`src/rtl/univ_shift_reg_if.sv`:
```
// ============================================================================
// Module      : univ_shift_reg_if
// Description : Control/data bundle for the universal shift register.
//               The master drives mode/burst controls and observes the
//               register state; the slave is the shift register itself.
// Revision    : 1.0 - initial release
// ============================================================================
`default_nettype none

interface univ_shift_reg_if #(
    parameter int WIDTH = 8,
    parameter int LEN_W = $clog2(WIDTH + 1)
) ();
    logic             en;
    logic [1:0]       mode;
    logic             si_r;
    logic             si_l;
    logic [WIDTH-1:0] pdata;
    logic             start;
    logic             burst_dir;
    logic [LEN_W-1:0] burst_len;
    logic [WIDTH-1:0] q;
    logic             so_r;
    logic             so_l;
    logic             busy;
    logic             done;

    modport master (
        output en, mode, si_r, si_l, pdata, start, burst_dir, burst_len,
        input  q, so_r, so_l, busy, done
    );

    modport slave (
        input  en, mode, si_r, si_l, pdata, start, burst_dir, burst_len,
        output q, so_r, so_l, busy, done
    );
endinterface

`default_nettype wire

```
`src/rtl/univ_shift_reg.sv`:
```
// ============================================================================
// Module      : univ_shift_reg
// Description : Universal shift register with manual hold/shift/load modes
//               and an automatic burst engine that performs a counted run
//               of shifts in a latched direction, reporting busy/done.
// Revision    : 1.0 - initial release
// ============================================================================
`default_nettype none

module univ_shift_reg #(
    parameter int WIDTH = 8,
    parameter int LEN_W = $clog2(WIDTH + 1)
) (
    input  wire logic        clk,
    input  wire logic        rst_n,
    univ_shift_reg_if.slave  sr
);

    typedef enum logic [0:0] {
        S_IDLE = 1'b0,
        S_RUN  = 1'b1
    } state_t;

    // Longest burst that makes sense: every bit shifted out once.
    localparam logic [LEN_W-1:0] c_len_max = LEN_W'(WIDTH);

    state_t             r_state;
    state_t             w_state_nxt;
    logic [WIDTH-1:0]   r_q;
    logic [WIDTH-1:0]   w_q_nxt;
    logic [LEN_W-1:0]   r_cnt;
    logic [LEN_W-1:0]   w_cnt_nxt;
    logic               r_dir;
    logic               w_dir_nxt;
    logic               r_busy;
    logic               w_busy_nxt;
    logic               r_done;
    logic               w_done_nxt;
    logic [WIDTH-1:0]   w_shift_r;
    logic [WIDTH-1:0]   w_shift_l;
    logic [LEN_W-1:0]   w_len_clamp;

    assign w_shift_r   = {sr.si_r, r_q[WIDTH-1:1]};
    assign w_shift_l   = {r_q[WIDTH-2:0], sr.si_l};
    assign w_len_clamp = (sr.burst_len > c_len_max) ? c_len_max : sr.burst_len;

    // Next-state logic: manual modes in IDLE, counted shifts in RUN.
    // A zero-length burst still spends one cycle in RUN so that busy and
    // done keep the same shape as a real burst.
    always_comb begin
        w_state_nxt = r_state;
        w_q_nxt     = r_q;
        w_cnt_nxt   = r_cnt;
        w_dir_nxt   = r_dir;
        w_busy_nxt  = r_busy;
        w_done_nxt  = 1'b0;
        if (sr.en) begin
            case (r_state)
                S_IDLE: begin
                    if (sr.start) begin
                        w_state_nxt = S_RUN;
                        w_cnt_nxt   = w_len_clamp;
                        w_dir_nxt   = sr.burst_dir;
                        w_busy_nxt  = 1'b1;
                    end else begin
                        case (sr.mode)
                            2'b01:   w_q_nxt = w_shift_r;
                            2'b10:   w_q_nxt = w_shift_l;
                            2'b11:   w_q_nxt = sr.pdata;
                            default: w_q_nxt = r_q;
                        endcase
                    end
                end
                S_RUN: begin
                    if (r_cnt != '0) begin
                        w_q_nxt   = r_dir ? w_shift_l : w_shift_r;
                        w_cnt_nxt = r_cnt - LEN_W'(1);
                    end
                    if (r_cnt <= LEN_W'(1)) begin
                        w_state_nxt = S_IDLE;
                        w_busy_nxt  = 1'b0;
                        w_done_nxt  = 1'b1;
                    end
                end
                default: w_state_nxt = S_IDLE;
            endcase
        end
    end

    // State register; reset clears everything including an in-flight burst.
    always_ff @(posedge clk or negedge rst_n) begin
        if (!rst_n) begin
            r_state <= S_IDLE;
            r_q     <= '0;
            r_cnt   <= '0;
            r_dir   <= 1'b0;
            r_busy  <= 1'b0;
            r_done  <= 1'b0;
        end else begin
            r_state <= w_state_nxt;
            r_q     <= w_q_nxt;
            r_cnt   <= w_cnt_nxt;
            r_dir   <= w_dir_nxt;
            r_busy  <= w_busy_nxt;
            r_done  <= w_done_nxt;
        end
    end

    assign sr.q    = r_q;
    assign sr.so_r = r_q[0];
    assign sr.so_l = r_q[WIDTH-1];
    assign sr.busy = r_busy;
    assign sr.done = r_done;

endmodule

`default_nettype wire
```
`src/flat_wrapper.sv`:
```
// flat-port wrapper written by rule: the top's interface ports become plain ports
module univ_shift_reg_flat 
#(
    parameter int WIDTH = 8,
    parameter int LEN_W = $clog2(WIDTH + 1)
)
  (clk, rst_n, sr_en, sr_mode, sr_si_r, sr_si_l, sr_pdata, sr_start, sr_burst_dir, sr_burst_len, sr_q, sr_so_r, sr_so_l, sr_busy, sr_done);
  univ_shift_reg_if #(.WIDTH(WIDTH), .LEN_W(LEN_W)) sr_i ();
  input  wire logic clk;
  input  wire logic rst_n;
  input wire logic [$bits(sr_i.en)-1:0] sr_en;
  input wire logic [$bits(sr_i.mode)-1:0] sr_mode;
  input wire logic [$bits(sr_i.si_r)-1:0] sr_si_r;
  input wire logic [$bits(sr_i.si_l)-1:0] sr_si_l;
  input wire logic [$bits(sr_i.pdata)-1:0] sr_pdata;
  input wire logic [$bits(sr_i.start)-1:0] sr_start;
  input wire logic [$bits(sr_i.burst_dir)-1:0] sr_burst_dir;
  input wire logic [$bits(sr_i.burst_len)-1:0] sr_burst_len;
  output wire logic [$bits(sr_i.q)-1:0] sr_q;
  output wire logic [$bits(sr_i.so_r)-1:0] sr_so_r;
  output wire logic [$bits(sr_i.so_l)-1:0] sr_so_l;
  output wire logic [$bits(sr_i.busy)-1:0] sr_busy;
  output wire logic [$bits(sr_i.done)-1:0] sr_done;
  assign sr_i.en = sr_en;
  assign sr_i.mode = sr_mode;
  assign sr_i.si_r = sr_si_r;
  assign sr_i.si_l = sr_si_l;
  assign sr_i.pdata = sr_pdata;
  assign sr_i.start = sr_start;
  assign sr_i.burst_dir = sr_burst_dir;
  assign sr_i.burst_len = sr_burst_len;
  assign sr_q = sr_i.q;
  assign sr_so_r = sr_i.so_r;
  assign sr_so_l = sr_i.so_l;
  assign sr_busy = sr_i.busy;
  assign sr_done = sr_i.done;
  univ_shift_reg #(.WIDTH(WIDTH), .LEN_W(LEN_W)) u_core (.clk(clk), .rst_n(rst_n), .sr(sr_i));
endmodule
```
`config.mk`:
```
export PLATFORM = sky130hd
export DESIGN_NAME = univ_shift_reg_flat
export DESIGN_NICKNAME = d
export VERILOG_FILES = /design/src/rtl/univ_shift_reg_if.sv /design/src/rtl/univ_shift_reg.sv /design/src/flat_wrapper.sv
export SDC_FILE = /design/constraint.sdc
export NUM_CORES = 1
export LEC_CHECK = 0
export ABC_AREA = 1
export ABC_CLOCK_PERIOD_IN_PS = 1250
export CELL_PAD_IN_SITES_DETAIL_PLACEMENT = 0
export CELL_PAD_IN_SITES_GLOBAL_PLACEMENT = 2
export CORE_AREA = 2 2 57 112
export DETAILED_ROUTE_END_ITERATION = 12
export DIE_AREA = 0 0 59 114
export HOLD_SLACK_MARGIN = 0.05
export MAX_ROUTING_LAYER = met4
export PLACE_DENSITY_LB_ADDON = 0.1
export SETUP_SLACK_MARGIN = 0.4
export SYNTH_ARGS = -nofsm -noshare
export SYNTH_HDL_FRONTEND = slang
export SYNTH_SLANG_ARGS = --single-unit
```
`constraint.sdc`:
```
create_clock -name clk -period 1.25 [get_ports clk]
set_clock_uncertainty 0.15 [all_clocks]
set_input_delay 0.1875 -clock clk [delete_from_list [all_inputs] [get_ports clk]]
set_output_delay 0.1875 -clock clk [all_outputs]
set_load 0.01 [all_outputs]
```
==> metrics.cfg <==
[outcome]
status=finished with violations
failed_checks=negative setup slack

[final_layout]
antenna_cells=0
postLayoutCoreUtil=0.340
fillCellCount=663
nets=281
syn_to_final_growth_pct=60.9
stdcell_count=316
drive_above_1_share=0.304
fin_area_um2=2010

[clock_network]
cts_tree=built
clockBufferDepth=2
ctsHoldBuffers=0
cts_made_buffers=3
insertion_delay_ns=0.25
clkSinkCount=16
clk_root_buffer_cell=clkbuf_16
cts.clk_slew.worst_paths_ns=0.05
h-tree-depth=1

[synthesis]
synth_common_cells=nand2_1 (102), dfrtp_1 (16), nor2_1 (15)
postSynth.asyncResetShare=1.00
ys_seq_area_frac=0.321
syn_area_um2=1250
synth_nets=223
synth_cell_types=20
synth-edff-count=0
synth_top_cell_area_share=0.321
syn_avg_cell_area_um2=6.36
yosysWarnings=0
synth_top_area_cell=dfrtp_1
netlist_instances=196
yosys.cell_count.top_type=nand2_1
synth_area_leaders=dfrtp_1 (32%), nand2_1 (31%), ha_1 (6.0%)
ys.flop_type=dfrtp_1
synth_seq_cells=16

[timing]
finalSetupTns_ns=-1.46
fin_ws_ns=-0.129
slew_headroom=0.853
finalMaxSlewViolations=0
period_needed_ns=1.38
hold_slack_ns=0.117
worstMarginPinSlew_ns=0.221
setup_viol=14
max_freq_mhz=725
finalHoldViolations=0
rsz0062_at_grt=true
timing.final.crit_share=1.10

[global_route]
grtUsageTotal=0.124
grt_pass1_wl_um=6200
antenna_found_initial=0
grt_max_degree=17
grt_overflow=0
grt_pass1_vias=1307

[critical_path]
required_ns=1.25
crit_arrival_ns=1.38
crit_type=reg2reg
critical_path.max_fanout=8
critPathCaptureType=flip-flop
start_kind=flip-flop

[power_and_ir_drop]
irDropWorstVdd_uv=805
leakage_nw=1.04
power_density_nw_per_um2=2120

[routing]
wl_per_cell_um=11.6
viasPerCell=4.15
drt-initial-drc-count=48
drtAntennaViolNets=0
routed_wl_um=3670
num_vias=1311
route.detailed.drc=0
first_pass_iters=4

[floorplan]
initial_core_util=0.211
ios=33
die_y_um=114
die_w_um=59
dieArea_um2=6730
rows=40
core_area_um2=5910

[place]
dpl.hpwl_um=2750
gp_routability_congestion=0.784
io_buffers=32
dpl_cell_area_um2=1850
dp_cells=309

[worst_hold_path]
hold_path_class=in2async

[job]
maxCapViolCount=0

-- worst max-delay path, stage by stage, from the launching register on --
cell and delay [ns]:
dfrtp_1 0.36, inv_2 0.08, ha_4 0.17, nand3_4 0.09, nand2_4 0.08, nor2_8 0.16, inv_6 0.07, nand2_1 0.06
nand2_1 0.04
-- timing repair --
action | CTS | global route
gates resized for setup | 68 | 11
setup endpoints to repair | 28 | 28
gates cloned | 1 | 0
buffers inserted | 1 | 1
pin swaps | 2 | 2
-- area by class of cell --
| type | count | area (um^2) | share of cell area |
|---|---|---|---|
| tap | 63 | 78.8 | 0.0393 |
| multi-input combinational | 157 | 840 | 0.419 |
| clock buffer | 4 | 88.8 | 0.0443 |
| inverter | 16 | 70.1 | 0.0349 |
| sequential | 16 | 404 | 0.201 |
| timing repair buffer | 60 | 524 | 0.261 |
-- stage by stage --
stage / power (mW) / worst slack (ns)
floorplan: 2.40 / -0.0662
global placement: 3.46 / -0.667
detailed placement: 3.43 / -0.661
CTS: 4.21 / -0.123
global route: 4.67 / -0.195
finish: 4.25 / -0.129
-- cells by family after synthesis --
logic type,Yosys count,synth area share
compound gates,22,0.0904
fa+ha+maj,6,0.0602
buf+inv,24,0.0954
flops,16,0.321
simple gates,128,0.433
-- registers in the layout (all words and copies together), names as in the netlist --
register and count:
u_core.r_cnt 4, u_core.r_state 1, u_core.r_dir 1, u_core.sr.done 1
u_core.sr.q 8, u_core.sr.busy 1
-- metal layers --
layer	part of all wire	GRT usage	up-vias
li1	-	-	718
met1	0.46	0.151	562
met2	0.49	0.201	26
met3	0.035	0.0113	5
met4	0.021	0.0591	0
met5	0	-	-
-- final timing paths --
| kind | from | endpoint | slack (ns) | cells past startpoint |
|---|---|---|---|---|
| max | u_core.r_cnt[0]$_DFFE_PN0P_ | u_core.sr.q[1]$_DFFE_PN0P_ | -0.13 | 8 |
| min | rst_n | u_core.r_cnt[0]$_DFFE_PN0P_ | 0.12 | 2 |
| max reg2reg | u_core.r_cnt[0]$_DFFE_PN0P_ | u_core.sr.q[1]$_DFFE_PN0P_ | -0.13 | 8 |
| min reg2reg | u_core.sr.busy$_DFFE_PN0P_ | u_core.sr.busy$_DFFE_PN0P_ | 0.33 | 2 |
| max in group asynchronous | rst_n | u_core.sr.q[7]$_DFFE_PN0P_ | 0.69 | 2 |
| min in group clk | sr_en | u_core.sr.done$_DFF_PN0_ | 0.31 | 3 |
-- power by group --
part / switching (mW) / internal (mW)
logic: 1.33 / 1.23
registers: 0.201 / 0.764
clock network: 0.241 / 0.488
-- placed cells by master (no fill, tap or decap), drive strengths merged, types with 3 or more instances in the layout --
master / netlist / routed
inv: 16 / 16
nand3: 5 / 5
o21ai: 16 / 16
ha: 6 / 6
nor2: 17 / 18
dfrtp: 16 / 16
nand2: 105 / 105
a21oi: 5 / 5
buf: 8 / 40
clkdlybuf4s50: 0 / 16
dlygate4sd2: 0 / 3
clkbuf: 0 / 4
Power figures use the tool's default switching activity.
